## src/rtl/core_ctrl_pkg.sv

```systemverilog
// Shared types and default widths for the core run controller and its helpers.
package core_ctrl_pkg;

    typedef enum logic [1:0] {
        IDLE = 2'd0,
        ARM  = 2'd1,
        RUN  = 2'd2,
        DONE = 2'd3
    } run_state_t;

    localparam int DEF_AW = 8;
    localparam int DEF_DW = 8;
    localparam int DEF_CW = 16;

endpackage

```

## src/rtl/core_run_ctrl_if.sv

```systemverilog
// Memory-side bundle of the run controller: host port, core port and data_mem port.
interface core_run_ctrl_if
    import core_ctrl_pkg::*;
#(
    parameter int AW = DEF_AW,
    parameter int DW = DEF_DW
) ();

    logic          host_req;
    logic          host_we;
    logic [AW-1:0] host_addr;
    logic [DW-1:0] host_wdata;
    logic          host_gnt;
    logic [DW-1:0] host_rdata;

    logic          core_mem_read;
    logic          core_mem_write;
    logic [AW-1:0] core_addr;
    logic [DW-1:0] core_wdata;
    logic [DW-1:0] core_rdata;

    logic          mem_read;
    logic          mem_write;
    logic [AW-1:0] mem_addr;
    logic [DW-1:0] mem_wdata;
    logic [DW-1:0] mem_rdata;

    // The controller is the slave of host/core requests and drives data_mem.
    modport slave (
        input  host_req, host_we, host_addr, host_wdata,
        output host_gnt, host_rdata,
        input  core_mem_read, core_mem_write, core_addr, core_wdata,
        output core_rdata,
        output mem_read, mem_write, mem_addr, mem_wdata,
        input  mem_rdata
    );

    modport master (
        output host_req, host_we, host_addr, host_wdata,
        input  host_gnt, host_rdata,
        output core_mem_read, core_mem_write, core_addr, core_wdata,
        input  core_rdata,
        input  mem_read, mem_write, mem_addr, mem_wdata,
        output mem_rdata
    );

endinterface

```

## src/rtl/run_cycle_counter.sv

```systemverilog
// Saturating RUN-cycle counter with synchronous clear and an equality compare tap.
module run_cycle_counter
    import core_ctrl_pkg::*;
#(
    parameter int CW     = DEF_CW,
    parameter bit CMP_EN = 1'b1
) (
    input  logic          clk,
    input  logic          reset,
    input  logic          clr,
    input  logic          en,
    input  logic [CW-1:0] cmp_value,
    output logic [CW-1:0] count,
    output logic          cmp_hit
);

    logic [CW-1:0] count_q;
    logic [CW-1:0] count_d;

    always_comb begin
        count_d = count_q;
        if (clr) begin
            count_d = '0;
        end else if (en && (count_q != '1)) begin
            count_d = count_q + CW'(1);
        end
    end

    always_ff @(posedge clk) begin
        if (reset) begin
            count_q <= '0;
        end else begin
            count_q <= count_d;
        end
    end

    assign count   = count_q;
    // Compare folds away entirely when the watchdog is not built in.
    assign cmp_hit = CMP_EN && (count_q == cmp_value);

endmodule

```

## src/rtl/core_run_ctrl.sv

```systemverilog
// Run controller and data-memory arbiter for the 9-bit-instruction core.
// Optional watchdog forced stop is compiled in with `define CORE_RUN_WATCHDOG_EN.
module core_run_ctrl
    import core_ctrl_pkg::*;
#(
    parameter int          AW         = DEF_AW,
    parameter int          DW         = DEF_DW,
    parameter int          CW         = DEF_CW,
    parameter int unsigned WDOG_LIMIT = 4095
) (
    input  logic          clk,
    input  logic          reset,
    input  logic          start,
    input  logic          core_halt,
    output logic          core_reset,
    output logic          done,
    output logic          timeout,
    output logic [CW-1:0] cycle_count,
    core_run_ctrl_if.slave bus
);

`ifdef CORE_RUN_WATCHDOG_EN
    localparam bit WDOG_EN = 1'b1;
`else
    localparam bit WDOG_EN = 1'b0;
`endif

    run_state_t state_q, state_d;
    logic       done_q, done_d;
    logic       timeout_q, timeout_d;
    logic       cnt_clr;
    logic       wdog_hit;

    run_cycle_counter #(
        .CW     (CW),
        .CMP_EN (WDOG_EN)
    ) u_counter (
        .clk       (clk),
        .reset     (reset),
        .clr       (cnt_clr),
        .en        (state_q == RUN),
        .cmp_value (CW'(WDOG_LIMIT - 1)),
        .count     (cycle_count),
        .cmp_hit   (wdog_hit)
    );

    always_comb begin
        state_d   = state_q;
        done_d    = done_q;
        timeout_d = timeout_q;
        cnt_clr   = 1'b0;
        case (state_q)
            IDLE, DONE: begin
                if (start) begin
                    state_d   = ARM;
                    done_d    = 1'b0;
                    timeout_d = 1'b0;
                    cnt_clr   = 1'b1;
                end
            end
            ARM: begin
                state_d = RUN;
            end
            RUN: begin
                // Halt takes priority over a simultaneous watchdog expiry.
                if (core_halt) begin
                    state_d   = DONE;
                    done_d    = 1'b1;
                    timeout_d = 1'b0;
                end else if (wdog_hit) begin
                    state_d   = DONE;
                    done_d    = 1'b1;
                    timeout_d = 1'b1;
                end
            end
            default: state_d = IDLE;
        endcase
    end

    always_ff @(posedge clk) begin
        if (reset) begin
            state_q   <= IDLE;
            done_q    <= 1'b0;
            timeout_q <= 1'b0;
        end else begin
            state_q   <= state_d;
            done_q    <= done_d;
            timeout_q <= timeout_d;
        end
    end

    logic          mux_host_gnt;
    logic [DW-1:0] mux_host_rdata;
    logic [DW-1:0] mux_core_rdata;
    logic          mux_mem_read;
    logic          mux_mem_write;
    logic [AW-1:0] mux_mem_addr;
    logic [DW-1:0] mux_mem_wdata;

    always_comb begin
        mux_host_gnt   = 1'b0;
        mux_host_rdata = '0;
        mux_core_rdata = '0;
        mux_mem_read   = 1'b0;
        mux_mem_write  = 1'b0;
        mux_mem_addr   = bus.host_addr;
        mux_mem_wdata  = bus.host_wdata;
        case (state_q)
            IDLE, DONE: begin
                mux_host_gnt   = bus.host_req;
                mux_mem_read   = bus.host_req & ~bus.host_we;
                mux_mem_write  = bus.host_req & bus.host_we;
                mux_host_rdata = bus.host_req ? bus.mem_rdata : '0;
            end
            RUN: begin
                mux_mem_read   = bus.core_mem_read;
                mux_mem_write  = bus.core_mem_write;
                mux_mem_addr   = bus.core_addr;
                mux_mem_wdata  = bus.core_wdata;
                mux_core_rdata = bus.mem_rdata;
            end
            default: ;
        endcase
        // Reset must silence the memory immediately, even mid-RUN before state_q moves.
        if (reset) begin
            mux_host_gnt   = 1'b0;
            mux_mem_read   = 1'b0;
            mux_mem_write  = 1'b0;
            mux_host_rdata = '0;
            mux_core_rdata = '0;
        end
    end

    assign bus.host_gnt   = mux_host_gnt;
    assign bus.host_rdata = mux_host_rdata;
    assign bus.core_rdata = mux_core_rdata;
    assign bus.mem_read   = mux_mem_read;
    assign bus.mem_write  = mux_mem_write;
    assign bus.mem_addr   = mux_mem_addr;
    assign bus.mem_wdata  = mux_mem_wdata;

    assign core_reset = reset | (state_q != RUN);
    assign done       = done_q;
    assign timeout    = WDOG_EN ? timeout_q : 1'b0;

endmodule

```

## src/flat_wrapper.sv

```systemverilog
// flat-port wrapper written by rule: the top's interface ports become plain ports
module core_run_ctrl_flat import core_ctrl_pkg::*;
#(
    parameter int          AW         = DEF_AW,
    parameter int          DW         = DEF_DW,
    parameter int          CW         = DEF_CW,
    parameter int unsigned WDOG_LIMIT = 4095
)
  (clk, reset, start, core_halt, core_reset, done, timeout, cycle_count, bus_host_req, bus_host_we, bus_host_addr, bus_host_wdata, bus_host_gnt, bus_host_rdata, bus_core_mem_read, bus_core_mem_write, bus_core_addr, bus_core_wdata, bus_core_rdata, bus_mem_read, bus_mem_write, bus_mem_addr, bus_mem_wdata, bus_mem_rdata);
  core_run_ctrl_if #(.AW(AW), .DW(DW)) bus_i ();
  input  logic clk;
  input  logic reset;
  input  logic start;
  input  logic core_halt;
  output logic core_reset;
  output logic done;
  output logic timeout;
  output logic [CW-1:0] cycle_count;
  input wire logic [$bits(bus_i.host_req)-1:0] bus_host_req;
  input wire logic [$bits(bus_i.host_we)-1:0] bus_host_we;
  input wire logic [$bits(bus_i.host_addr)-1:0] bus_host_addr;
  input wire logic [$bits(bus_i.host_wdata)-1:0] bus_host_wdata;
  output wire logic [$bits(bus_i.host_gnt)-1:0] bus_host_gnt;
  output wire logic [$bits(bus_i.host_rdata)-1:0] bus_host_rdata;
  input wire logic [$bits(bus_i.core_mem_read)-1:0] bus_core_mem_read;
  input wire logic [$bits(bus_i.core_mem_write)-1:0] bus_core_mem_write;
  input wire logic [$bits(bus_i.core_addr)-1:0] bus_core_addr;
  input wire logic [$bits(bus_i.core_wdata)-1:0] bus_core_wdata;
  output wire logic [$bits(bus_i.core_rdata)-1:0] bus_core_rdata;
  output wire logic [$bits(bus_i.mem_read)-1:0] bus_mem_read;
  output wire logic [$bits(bus_i.mem_write)-1:0] bus_mem_write;
  output wire logic [$bits(bus_i.mem_addr)-1:0] bus_mem_addr;
  output wire logic [$bits(bus_i.mem_wdata)-1:0] bus_mem_wdata;
  input wire logic [$bits(bus_i.mem_rdata)-1:0] bus_mem_rdata;
  assign bus_i.host_req = bus_host_req;
  assign bus_i.host_we = bus_host_we;
  assign bus_i.host_addr = bus_host_addr;
  assign bus_i.host_wdata = bus_host_wdata;
  assign bus_host_gnt = bus_i.host_gnt;
  assign bus_host_rdata = bus_i.host_rdata;
  assign bus_i.core_mem_read = bus_core_mem_read;
  assign bus_i.core_mem_write = bus_core_mem_write;
  assign bus_i.core_addr = bus_core_addr;
  assign bus_i.core_wdata = bus_core_wdata;
  assign bus_core_rdata = bus_i.core_rdata;
  assign bus_mem_read = bus_i.mem_read;
  assign bus_mem_write = bus_i.mem_write;
  assign bus_mem_addr = bus_i.mem_addr;
  assign bus_mem_wdata = bus_i.mem_wdata;
  assign bus_i.mem_rdata = bus_mem_rdata;
  core_run_ctrl #(.AW(AW), .DW(DW), .CW(CW), .WDOG_LIMIT(WDOG_LIMIT)) u_core (.clk(clk), .reset(reset), .start(start), .core_halt(core_halt), .core_reset(core_reset), .done(done), .timeout(timeout), .cycle_count(cycle_count), .bus(bus_i));
endmodule
```

## config.mk

```make
export PLATFORM = sky130hd
export DESIGN_NAME = core_run_ctrl_flat
export DESIGN_NICKNAME = d
export VERILOG_FILES = /design/src/rtl/core_ctrl_pkg.sv /design/src/rtl/core_run_ctrl_if.sv /design/src/rtl/run_cycle_counter.sv /design/src/rtl/core_run_ctrl.sv /design/src/flat_wrapper.sv
export SDC_FILE = /design/constraint.sdc
export NUM_CORES = 1
export LEC_CHECK = 0
export ABC_AREA = 1
export ABC_CLOCK_PERIOD_IN_PS = 1700
export BUFFER_PORTS_ARGS = -buffer_cell sky130_fd_sc_hd__buf_4
export CAP_MARGIN = 10
export CORE_ASPECT_RATIO = 0.6
export CORE_MARGIN = 4
export CORE_UTILIZATION = 43
export CTS_BUF_LIST = sky130_fd_sc_hd__clkbuf_8
export DETAILED_ROUTE_END_ITERATION = 16
export PLACE_DENSITY_LB_ADDON = 0.1
export SETUP_SLACK_MARGIN = 0.15
export SLEW_MARGIN = 10
export SYNTH_ARGS = -nofsm -noshare
export SYNTH_HDL_FRONTEND = slang
export SYNTH_SLANG_ARGS = --single-unit
export TNS_END_PERCENT = 50
```

## constraint.sdc

```tcl
create_clock -name clk -period 1.7 [get_ports clk]
set_input_delay 0.17 -clock clk [delete_from_list [all_inputs] [get_ports clk]]
set_output_delay 0.17 -clock clk [all_outputs]
set_load 0.02 [all_outputs]
```

==> Word level (Yosys, flattened, before mapping) <==
Cells that the tools add are included.
{ "totals": {"output_inout_bits": 54, "reg_bits": 19, "wordCells": 43} }
{ "op_classes": {"n_reduce_logical": 7, "n_eq_ne": 7, "muxes": 21, "bitwise": 4, "add_sub_neg": 1} }
{ "op_table": {"columns": ["cell", "n"], "rows": [
  ["$mux W8", 7],
  ["$add A16 B1 Y16 const B", 1],
  ["$ne A16 B16 Y1 const B", 1],
  ["$mux W1", 8],
  ["$ne A2 B2 Y1 const B", 3],
  ["$pmux W1 S2", 3],
  ["$pmux W2 S3", 1],
  ["$eq A2 B2 Y1 const B", 2],
  ["$mux W2", 2],
  ["$reduce_or A2 Y1", 2],
  ["$reduce_and A3 Y1", 1],
  ["$and A1 B1 Y1", 2],
  ["$eq A2 B1 Y1 const B", 1],
  ["$logic_not A2 Y1", 1],
  ["$reduce_and A2 Y1", 1],
  ["$reduce_bool A2 Y1", 1],
  ["$logic_and A1 B1 Y1", 1],
  ["$not A1 Y1", 1],
  ["$or A1 B1 Y1", 1]
]} }

==> Logic depth before layout (Yosys ltp) <==
Gate-level depths: netlist (run 1).
{ "logic_depth": {"depth_word": 4, "ltp_mapped": 10, "depth_no_buf": 9} }

==> By module <==
From an unflattened synthesis (run 1), not the netlist that was laid out.
{ "hier_totals": {"hier_cells": 277, "area_unflattened_um2": 1579.0} }
{ "modules_own_cells": {"columns": ["mod", "area_per_inst_um2", "cells_each", "n_inst"], "rows": [
  ["run_cycle_counter", 1016.0, 158, 1],
  ["core_run_ctrl", 563.0, 119, 1]
]} }

==> Worst setup path after synthesis (run 1) <==
No wires, ideal clock.
{ "synth_path": {"kind": "register to output", "startpoint": "register u_core.state_q[0]", "endpoint": "output bus_host_rdata[0]", "arrival_ps": 1614, "path_slack_ps": -84, "n_path_buf": 0, "stages_incl_launch_ff": 7, "path_cell_list": "dfxtp_1 > inv_1 > ha_1 > nand2_1 > nor2_1 > inv_1 > nor2_1"} }
{ "synth_between": {"elab_chain_len": 4, "word_cells_on_any_way": 5} }
{ "synth_rtl": {"columns": ["element", "line_no", "rtl"], "rows": [
  ["start: declaration", "core_run_ctrl.sv:28", "run_state_t state_q, state_d;"],
  ["start signal: assignment", "core_run_ctrl.sv:86", "state_q <= state_d;"],
  ["$eq A2 B2 Y1 / $logic_not A2 Y1 (equally long branches)", "core_run_ctrl.sv:108", "case (state_q)"],
  ["$reduce_or A2 Y1 (*)", "core_run_ctrl.sv:108", null],
  ["$mux W8 (*)", "core_run_ctrl.sv:108", null],
  ["$mux W8 (*)", "core_run_ctrl.sv:125", "if (reset) begin"],
  ["end: declaration", "flat_wrapper.sv:24", "output wire logic [$bits(bus_i.host_rdata)-1:0] bus_host_rdata;"]
]} }
Mark *: on every way between the ends. The rest lies on a longest branch, timed or not.

==> Final worst setup path (run 1) <==
{ "layout_path": {"startpoint": "register u_core.state_q[0]", "endpoint": "output bus_mem_read"} }
{ "layout_between": {"elab_chain_len": 4, "word_cells_on_any_way": 6} }
{ "layout_rtl": {"columns": ["element", "line_no", "rtl"], "rows": [
  ["$eq A2 B2 Y1 / $logic_not A2 Y1 (equally long branches)", "core_run_ctrl.sv:108", null],
  ["$reduce_or A2 Y1", "core_run_ctrl.sv:108", null],
  ["$pmux W1 S2 (*)", "core_run_ctrl.sv:108", null],
  ["$mux W1 (*)", "core_run_ctrl.sv:125", null],
  ["end: declaration", "flat_wrapper.sv:30", "output wire logic [$bits(bus_i.mem_read)-1:0] bus_mem_read;"]
]} }
Marked as above.

==> reports/metrics.cfg, run 1 <==
[run_status]
status = complete, no violations

[global_route]
grt_pass1_vias = 1820
grt_pass1_wl_um = 8090
antenna_found_initial = 0
grtUsageTotal_pct = 22.0
grt_max_degree = 18
grt.overflow.total = 0

[timing]
hold_viol_final = 0
worst_slack_ns = 0.0743
rsz0062_at_grt = yes
layout_min_cycle_time_ns = 1.63
report.final.slew_viol_count = 0
finClkSkew_ns = 0.00645
setup_viol = 0
finalCritPeriodShare_pct = 95.6
setup-tns-final_ns = 0
fmax_mhz = 615

[drt]
wl_um = 5670
wl_per_cell_um = 13.6
viasPerCell = 4.84
drtPass1Iterations = 4
drtIter0Drc = 97
vias = 2023
ant_nets = 0
drc = 0

[final_layout]
instances_no_fill = 418
fin_util_pct = 83.6
layout_common_cells = buf_4 (93), nand2_1 (73), nor2_1 (42)
final_common_cell = buf_4
diodes = 0
final_cell_area_mm2 = 0.00280
drive_gt1_share_pct = 49.9
area.growth.synth_to_final_pct = 81.1
final_nets = 426

[worst_setup_path]
arrival_ns = 1.46
cp-start-kind = flip-flop
path_cells = inv_2, ha_4, nand2_4, nor2_2, a21oi_2, nor3_2, buf_4
cp_max_fo = 3
cp_slowest_cell = dfxtp_2
path_class = flip-flop to output pin
worst_ep_required_time_ns = 1.53
crit_buf_inv = 2
crit_path_max_incr_delay_ns = 0.34
critPathCaptureType = output pin
crit_family = flip-flops

[clocking]
cts_root_buffer = clkbuf_8
numCtsBuffers = 3
cts_hold_buffers = 0
cts_sinks = 19
clk_latency_ns = 0.26
clock_path_buffers = 2
tritoncts = built
htreeDepth = 1
path_clk_slew_ns = 0.07

[floorplan]
core_area_mm2 = 0.00334
rows = 16
ios = 102
dieArea_mm2 = 0.00464
dieWidth_um = 85.4
start_util_pct = 46.2
fp.dieH_um = 54.4

[logic_synthesis]
synth.yosys.seq_area_share_pct = 24.6
synth_edf_count = 0
async_flop_share_pct = 0
netlist_instances = 262
netlist_top_cells_area = dfxtp_1 (25%), nand2_1 (22%), nor2_1 (13%)
synth_top_cell_by_area = dfxtp_1
yosys_warnings = 0
syn_area_mm2 = 0.00154
synth_top_area_share_pct = 24.6
synth_fp_nets = 314
syn_area_per_cell_um2 = 5.89
synthFlopType = dfxtp_1
synth-seq-cells = 19
ys_types = 28

[placed_design]
hpwl_um = 3830
dpl.cell_count = 406
placed_cell_area_mm2 = 0.00239
globalplace.congestion = 0.799
io_buffer_count = 100
dp_slack_ns = 0.159

[power_and_ir_drop]
cellLeakagePower_nw = 1.42
powerDensity_mw_per_mm2 = 1150
ir_drop_mv = 1.01

[worst_hold_path]
holdCritPathClass = primary input to flip-flop

[flow_run]
drv_cap = 0

power breakdown:
group | switching (mW) | total (mW) | internal, mW
Combinational | 1.24 | 2.35 | 1.11
Clock | 0.150 | 0.311 | 0.161
Sequential | 0.0500 | 0.556 | 0.506
Total | 1.44 | 3.21 | 1.78
stage by stage:
| step | hold slack, ns | total power [mW] |
|---|---|---|
| final | 0.240 | 3.21 |
| after global routing | 0.250 | 3.41 |
| after CTS | 0.242 | 2.84 |
| after detailed placement | 0.459 | 2.18 |
| after global placement | 0.449 | 2.16 |
| after floorplan | 0.357 | 1.52 |
final cells by class:
class,count,area (um2)
multi-input cells,208,1190
repair buffers,113,992
fillers,227,547
flip-flops and latches,19,387
inverters,29,121
well taps,45,56.3
clock buffers,3,41.3
clock inverters,1,3.75
cell families after synthesis:
logic type,after synthesis,synth area share (%)
DFF,19,24.6
buffers and inverters,36,10.7
and+or+nand+nor,184,55.2
other,1,0.243
AOI/OAI and AO/OA,18,6.00
adders and majority gates,4,3.24
flip-flops by register name (all words and copies together), names as in the netlist:
| register | flops |
|---|---|
| u_core.state_q | 2 |
| u_core.done | 1 |
| u_core.u_counter.count | 16 |
worst reg2reg max path: stages (launching register included):
cell and delay, ns:
dfxtp_2 0.33, inv_2 0.06, ha_4 0.14, buf_8 0.14
inv_8 0.05, or2_2 0.29, o21ai_2 0.09, inv_2 0.08
o21ai_0 0.17, inv_1 0.07
cells in the mapped netlist (3+ instances only):
library cell  instances
o21ai_0               6
inv_1                28
nand2_1              92
nor2_4                5
nand3_2               5
nor3_1                3
nand3_1               8
nand2_2               4
nor2_1               55
nor2_2                5
a21oi_1               9
ha_1                  4
dfxtp_1              19
what timing repair did:
action                                  CTS  global route
cloned                                    1             3
buffers inserted                          4             0
pin swaps                                 0            14
endpoints found under the setup margin   36            48
endpoints found under the hold margin     0             0
resized for setup                        24            47
metal layers:
layer | wire length (um) | up-vias | part of all wire, % | GRT usage (%)
met5 | 0 | - | 0 | 0
met4 | 61 | 0 | 1.1 | 4.21
met3 | 576 | 6 | 10 | 7.67
met2 | 2780 | 88 | 49 | 37.5
met1 | 2260 | 906 | 40 | 27.4
li1 | - | 1023 | - | -
path summary, 6_finish.rpt:
check                          from                end  slack [ns]  depth (start not counted)
setup reg to reg  u_core.state_q[0]  u_core.state_q[1]        0.17                          9
hold / removal                start        u_core.done        0.24                          3
setup / recovery  u_core.state_q[0]       bus_mem_read        0.07                          7
hold reg to reg         u_core.done        u_core.done        0.47                          2
(Power assumes the default switching activity.)
==> run 2, diff against run 1 <==
Settings changed: CORE_ASPECT_RATIO 0.6 to unset.
==> run 2 against run 1 <==
Hold slack got worse by 0.012 ns. Largest cell class unchanged. Utilization fell by 2.5 points. Highest routed layer unchanged. Critical endpoint is now bus_host_rdata[4]. Largest power group unchanged. Clock-buffer cell count did not move.
==> reports/metrics.cfg, run 2 (same netlist as run 1, synthesis figures left out) <==
[run_status]
status = complete, no violations  ; unchanged

[power_and_ir_drop]
cellLeakagePower_nw = 1.38  ; was 1.42 nW
powerDensity_mw_per_mm2 = 1150  ; about the same
ir_drop_mv = 0.849  ; was 1.01 mV

[global_route]
use_met2_pct = 39.8  ; was 37.5%
grt_busiest_layer = met2  ; unchanged
grt.met3_usage_pct = 4.43  ; was 7.67%
antenna_found_initial = 0  ; unchanged
grt.overflow.total = 0  ; unchanged
grt_max_degree = 18  ; unchanged
grtUsageTotal_pct = 21.0  ; was 22.0%
grt_util_met1_pct = 22.7  ; was 27.4%
grt_pass1_vias = 1840  ; was 1,820
grt_pass1_wl_um = 7530  ; was 8090 um

[placed_design]
globalplace.congestion = 0.802  ; was 0.799
hpwl_um = 3810  ; was 3830 um
dp_slack_ns = 0.164  ; was 0.159 ns
io_buffer_count = 100  ; unchanged

[drt]
drtPass1Iterations = 4  ; unchanged
wl_um = 5550  ; was 5670 um
vias = 2017  ; was 2,023
ant_nets = 0  ; unchanged
drc = 0  ; unchanged
viasPerCell = 4.87  ; was 4.84
drtIter0Drc = 74  ; was 97
wl_per_cell_um = 13.4  ; was 13.6 um

[timing]
report.final.slew_viol_count = 0  ; unchanged
finClkSkew_ns = 0.00211  ; was 0.00645 ns
whs_ns = 0.228  ; was 0.240 ns
layout_min_cycle_time_ns = 1.67  ; was 1.63 ns
setup_viol = 0  ; unchanged
rsz0062_at_grt = yes  ; unchanged
fmax_mhz = 599  ; was 615 MHz
finalCritPeriodShare_pct = 98.1  ; was 95.6%
hold_viol_final = 0  ; unchanged
worst_slack_ns = 0.0316  ; was 0.0743 ns

[floorplan]
dieArea_mm2 = 0.00461  ; was 0.00464 mm2
start_util_pct = 45.6  ; was 46.2%
ios = 102  ; unchanged
rows = 21  ; was 16
dieWidth_um = 67.9  ; was 85.4 um
fp.dieH_um = 67.9  ; was 54.4 um
core_area_mm2 = 0.00339  ; was 0.00334 mm2

[final_layout]
diodes = 0  ; unchanged
largest_register_ffs = 16  ; unchanged
area.growth.synth_to_final_pct = 78.2  ; was 81.1%
drive_gt1_share_pct = 49.5  ; was 49.9%
final_common_cell = buf_4  ; unchanged
layout_common_cells = buf_4 (87), nand2_1 (63), nor2_1 (46)  ; was buf_4 (93), nand2_1 (73), nor2_1 (42)
final_nets = 421  ; was 426

[worst_hold_path]
holdCritPathClass = primary input to flip-flop  ; unchanged

[worst_setup_path]
crit_family = flip-flops  ; unchanged
cp_max_fo = 8  ; was 3
cp-start-kind = flip-flop  ; unchanged
worst_ep_required_time_ns = 1.53  ; about the same
arrival_ns = 1.50  ; was 1.46 ns
path_cells = inv_2, ha_4, nand2_4, nor2_4, inv_6, nor2_2, buf_4  ; was inv_2, ha_4, nand2_4, nor2_2, a21oi_2, nor3_2, buf_4
path_class = flip-flop to output pin  ; unchanged
cp_slowest_cell = dfxtp_2  ; unchanged
crit_path_max_incr_delay_ns = 0.34  ; about the same
critPathCaptureType = output pin  ; unchanged
crit_buf_inv = 3  ; was 2

[clocking]
clk_latency_ns = 0.26  ; about the same
tritoncts = built  ; unchanged
path_clk_slew_ns = 0.07  ; about the same
htreeDepth = 1  ; unchanged
numCtsBuffers = 3  ; unchanged
cts_root_buffer = clkbuf_8  ; unchanged
clock_path_buffers = 2  ; unchanged
cts_sinks = 19  ; unchanged

[flow_run]
drv_cap = 0  ; unchanged

-- run 2: cell count changes in the layout (fill, tap and decap cells not counted), moves of 4 or more --
cell	delta
buf_6	+4
buf_4	-6
nor2_1	+4
nand2_1	-10
nand2_2	+8
nor2_2	-4
-- run 2: layout make-up --
| type | count | area, um2 |
|---|---|---|
| Clock buffer | 3 | 41.3 |
| Clock inverter | 1 | 3.75 |
| Fill cell | 209 | 638 |
| Inverter | 29 | 121 |
| Multi-Input combinational cell | 207 | 1190 |
| Sequential cell | 19 | 383 |
| Tap cell | 46 | 57.6 |
| Timing Repair Buffer | 109 | 950 |
-- run 2: routing by layer --
metal / wire, um / up-vias / part of all wire (%)
li1: - / 1008 / -
met1: 2050 / 933 / 37
met2: 3050 / 69 / 55
met3: 361 / 7 / 6.5
met4: 87 / 0 / 1.6
met5: 0 / - / 0
-- run 2: path summary, 6_finish.rpt --
check                       startpoint                        end  slack [ns]  depth (start not counted)
min                              start                u_core.done        0.23                          3
min reg2reg                u_core.done                u_core.done        0.49                          2
max                  u_core.state_q[0]          bus_host_rdata[4]        0.03                          7
max reg2reg  u_core.u_counter.count[0]  u_core.u_counter.count[2]        0.21                          9
-- run 2: where the power goes --
group | internal, mW | switching (mW) | leakage (nW) | total, mW
combinational | 1.06 | 1.24 | 1.20 | 2.30
sequential | 0.499 | 0.0496 | 0.154 | 0.549
clock | 0.161 | 0.152 | 0.0269 | 0.313
-- run 2: repair_timing --
item	in CTS	in global routing
hold buffers	0	0
setup buffers	2	0
pin swaps	2	12
cloned	0	2
resized for setup	20	58
setup endpoints to repair	36	44
-- run 2: worst register-to-register path: stages, from the launching register on --
cell,delay (ns)
dfxtp_1,0.40
ha_1,0.20
inv_1,0.07
nor2_4,0.19
nand2_4,0.09
nor2_8,0.18
nor2_2,0.06
nand2_1,0.08
nand2_1,0.07
nor2_1,0.10
-- run 2: through the flow --
| step | cells | util (%) | area, um2 | total power [mW] | setup TNS [ns] |
|---|---|---|---|---|---|
| 5_1_grt | 414 | 81.2 | 2750 | 3.35 | -0.0359 |
| 3_5_place_dp | 406 | 70.0 | 2370 | 2.16 | 0 |
| 2_1_floorplan | 262 | - | 1580 | 1.52 | 0 |
| 3_3_place_gp | 406 | 70.0 | 2370 | 2.14 | 0 |
| 6_report | 414 | 81.2 | 2750 | 3.16 | 0 |
| 4_1_cts | 412 | 73.9 | 2510 | 2.67 | 0 |
==> run 3, diff against run 2 <==
Settings changed: CORE_UTILIZATION 43 to 42, CTS_BUF_LIST sky130_fd_sc_hd__clkbuf_8 to unset, SKIP_LAST_GASP set to 1.
==> run 3 against run 2 <==
Sequential power barely moved. Largest cell class unchanged. Critical path type unchanged. Worst setup slack improved by 0.049 ns. Combinational power fell by 19%. Clock skew rose by 0.0023 ns. Sequential share of layout area rose by 1.2 points. Die area rose by 2.1%. Global-route usage rose by 1.1 points. Wire length fell by 12%. Design area fell by 7.5%. Largest power group unchanged. Cell count did not move.
==> reports/metrics.cfg, run 3 (same netlist as run 1, synthesis figures left out) <==
[global_route]
grtUsageTotal_pct = 22.1  ; was 21.0%
grt.overflow.total = 0  ; unchanged
antenna_found_initial = 0  ; unchanged
grt_pass1_wl_um = 8050  ; was 7530 um
grt_max_degree = 17  ; was 18
grt_pass1_vias = 1959  ; was 1,840

[final_layout]
final_common_cell = buf_4  ; unchanged
area.growth.synth_to_final_pct = 64.7  ; was 78.2%
seq_area_um2 = 385  ; was 383 um2
layout_common_cells = buf_4 (103), nand2_1 (89), nor2_1 (44)  ; was buf_4 (87), nand2_1 (63), nor2_1 (46)
multi_input_area_mm2 = 0.00108  ; was 0.00119 mm2
final_nets = 421  ; unchanged
fillers = 289  ; was 209
instances_no_fill = 414  ; unchanged
largest_register_ffs = 16  ; unchanged
diodes = 0  ; unchanged
drive_gt1_share_pct = 43.8  ; was 49.5%

[timing]
setup-tns-final_ns = 0  ; unchanged
setup_viol = 0  ; unchanged
fmax_mhz = 617  ; was 599 MHz
finalCritPeriodShare_pct = 95.3  ; was 98.1%
finClkSkew_ns = 0.00439  ; was 0.00211 ns
rsz0062_at_grt = yes  ; unchanged
report.final.slew_viol_count = 0  ; unchanged
hold_viol_final = 0  ; unchanged
layout_min_cycle_time_ns = 1.62  ; was 1.67 ns

[clocking]
clock_path_buffers = 2  ; unchanged
path_clk_slew_ns = 0.07  ; about the same
cts_sinks = 19  ; unchanged
numCtsBuffers = 3  ; unchanged
cts_hold_buffers = 0  ; unchanged
clk_latency_ns = 0.26  ; about the same
cts_root_buffer = clkbuf_8  ; unchanged
tritoncts = built  ; unchanged
htreeDepth = 1  ; unchanged

[floorplan]
dieWidth_um = 68.6  ; was 67.9 um
dieArea_mm2 = 0.00471  ; was 0.00461 mm2
core_area_mm2 = 0.00344  ; was 0.00339 mm2
ios = 102  ; unchanged
start_util_pct = 44.9  ; was 45.6%
rows = 21  ; unchanged
fp.dieH_um = 68.6  ; was 67.9 um

[power_and_ir_drop]
swShare_pct = 45.4  ; was 45.7%
power.share.sequential_pct = 20.2  ; was 17.3%
powerDensity_mw_per_mm2 = 1070  ; was 1150 mW/mm2
p_comb_share_pct = 68.1  ; was 72.8%
pwr-share-clk_pct = 11.7  ; was 9.9%
cellLeakagePower_nw = 1.31  ; was 1.38 nW
p_sw_mw = 1.24  ; was 1.45 mW
ir_drop_mv = 0.881  ; was 0.849 mV
p_int_mw = 1.49  ; was 1.72 mW

[worst_setup_path]
cp-start-kind = flip-flop  ; unchanged
worst_ep_required_time_ns = 1.53  ; about the same
cp_max_fo = 3  ; was 8
r2r_start = u_core.state_q[0]  ; was u_core.u_counter.count[0]
crit_path_max_incr_delay_ns = 0.34  ; about the same
path_class = flip-flop to output pin  ; unchanged
arrival_ns = 1.45  ; was 1.50 ns
cp-startpoint = u_core.state_q[0]  ; unchanged
critPathCaptureType = output pin  ; unchanged
cp_slowest_cell = dfxtp_2  ; unchanged
path_cells = inv_2, ha_4, nand2_4, nor2_4, a21oi_1, nor3_1, buf_4  ; was inv_2, ha_4, nand2_4, nor2_4, inv_6, nor2_2, buf_4

[drt]
drtIter0Drc = 87  ; was 74
drc = 0  ; unchanged
drtPass1Iterations = 4  ; unchanged
ant_nets = 0  ; unchanged
wl_um = 4860  ; was 5550 um
wl_per_cell_um = 11.7  ; was 13.4 um
vias = 1936  ; was 2,017
viasPerCell = 4.68  ; was 4.87

[run_status]
status = complete, no violations  ; unchanged

[worst_hold_path]
holdCritPathClass = primary input to flip-flop  ; unchanged
min_from = start  ; unchanged

[placed_design]
globalplace.congestion = 0.853  ; was 0.802
hpwl_um = 3840  ; was 3810 um
io_buffer_count = 100  ; unchanged
dpl.cell_count = 405  ; was 406

[flow_run]
drv_cap = 0  ; unchanged

## run 3: layout make-up
cell class              instances  area share (%)
repair buffers                109            33.5
well taps                      46            2.26
clock buffers                   3            1.62
inverters                      29            4.57
flip-flops and latches         19            15.2
clock inverters                 1           0.197
multi-input cells             207            42.6
## run 3: power by group through the flow
stage | logic, mW | clock network [mW] | registers, mW
finish | 1.86 | 0.318 | 0.552
global route | 2.03 | 0.342 | 0.557
CTS | 1.78 | 0.323 | 0.544
detailed placement | 1.62 | 0 | 0.547
global placement | 1.61 | 0 | 0.546
floorplan | 0.952 | 0 | 0.569
## run 3: metrics by stage
step	total power, mW	instance area [um2]	setup slack, ns	hold slack, ns	utilization [%]
after global routing	2.93	2540	0.0408	0.255	73.9
after detailed placement	2.17	2380	0.128	0.452	69.1
final	2.73	2540	0.0804	0.231	73.9
after CTS	2.65	2490	0.108	0.234	72.5
after floorplan	1.52	1580	0.0827	0.357	-
after global placement	2.15	2380	0.184	0.455	69.1
## run 3: worst max-delay path, delay by kind of cell (launching register included)
kind | cells | cell delay (ns)
simple gates | 3 | 0.32
fa+ha+maj | 1 | 0.28
compound gates | 1 | 0.04
buf+inv | 2 | 0.22
flops | 1 | 0.34
## run 3: per-layer routing
layer / GRT usage (%) / routed length [um] / up-vias
li1: - / - / 1006
met3: 7.94 / 422 / 8
met4: 5.46 / 83 / 0
met5: 0 / 0 / -
met2: 42.1 / 2560 / 69
met1: 22.5 / 1800 / 853
## run 3: path summary, 6_finish.rpt
path | endpoint | slack [ns] | depth (start not counted)
worst max-delay path | bus_mem_read | 0.08 | 7
worst min-delay path | u_core.done | 0.23 | 3
worst max register to register | u_core.state_q[0] | 0.24 | 8
worst min register to register | u_core.done | 0.47 | 2
## run 3: repair_timing
action,CTS,global route
resized for setup,12,13
buffers inserted,4,1
setup endpoints to repair,40,50
pin swaps,1,2
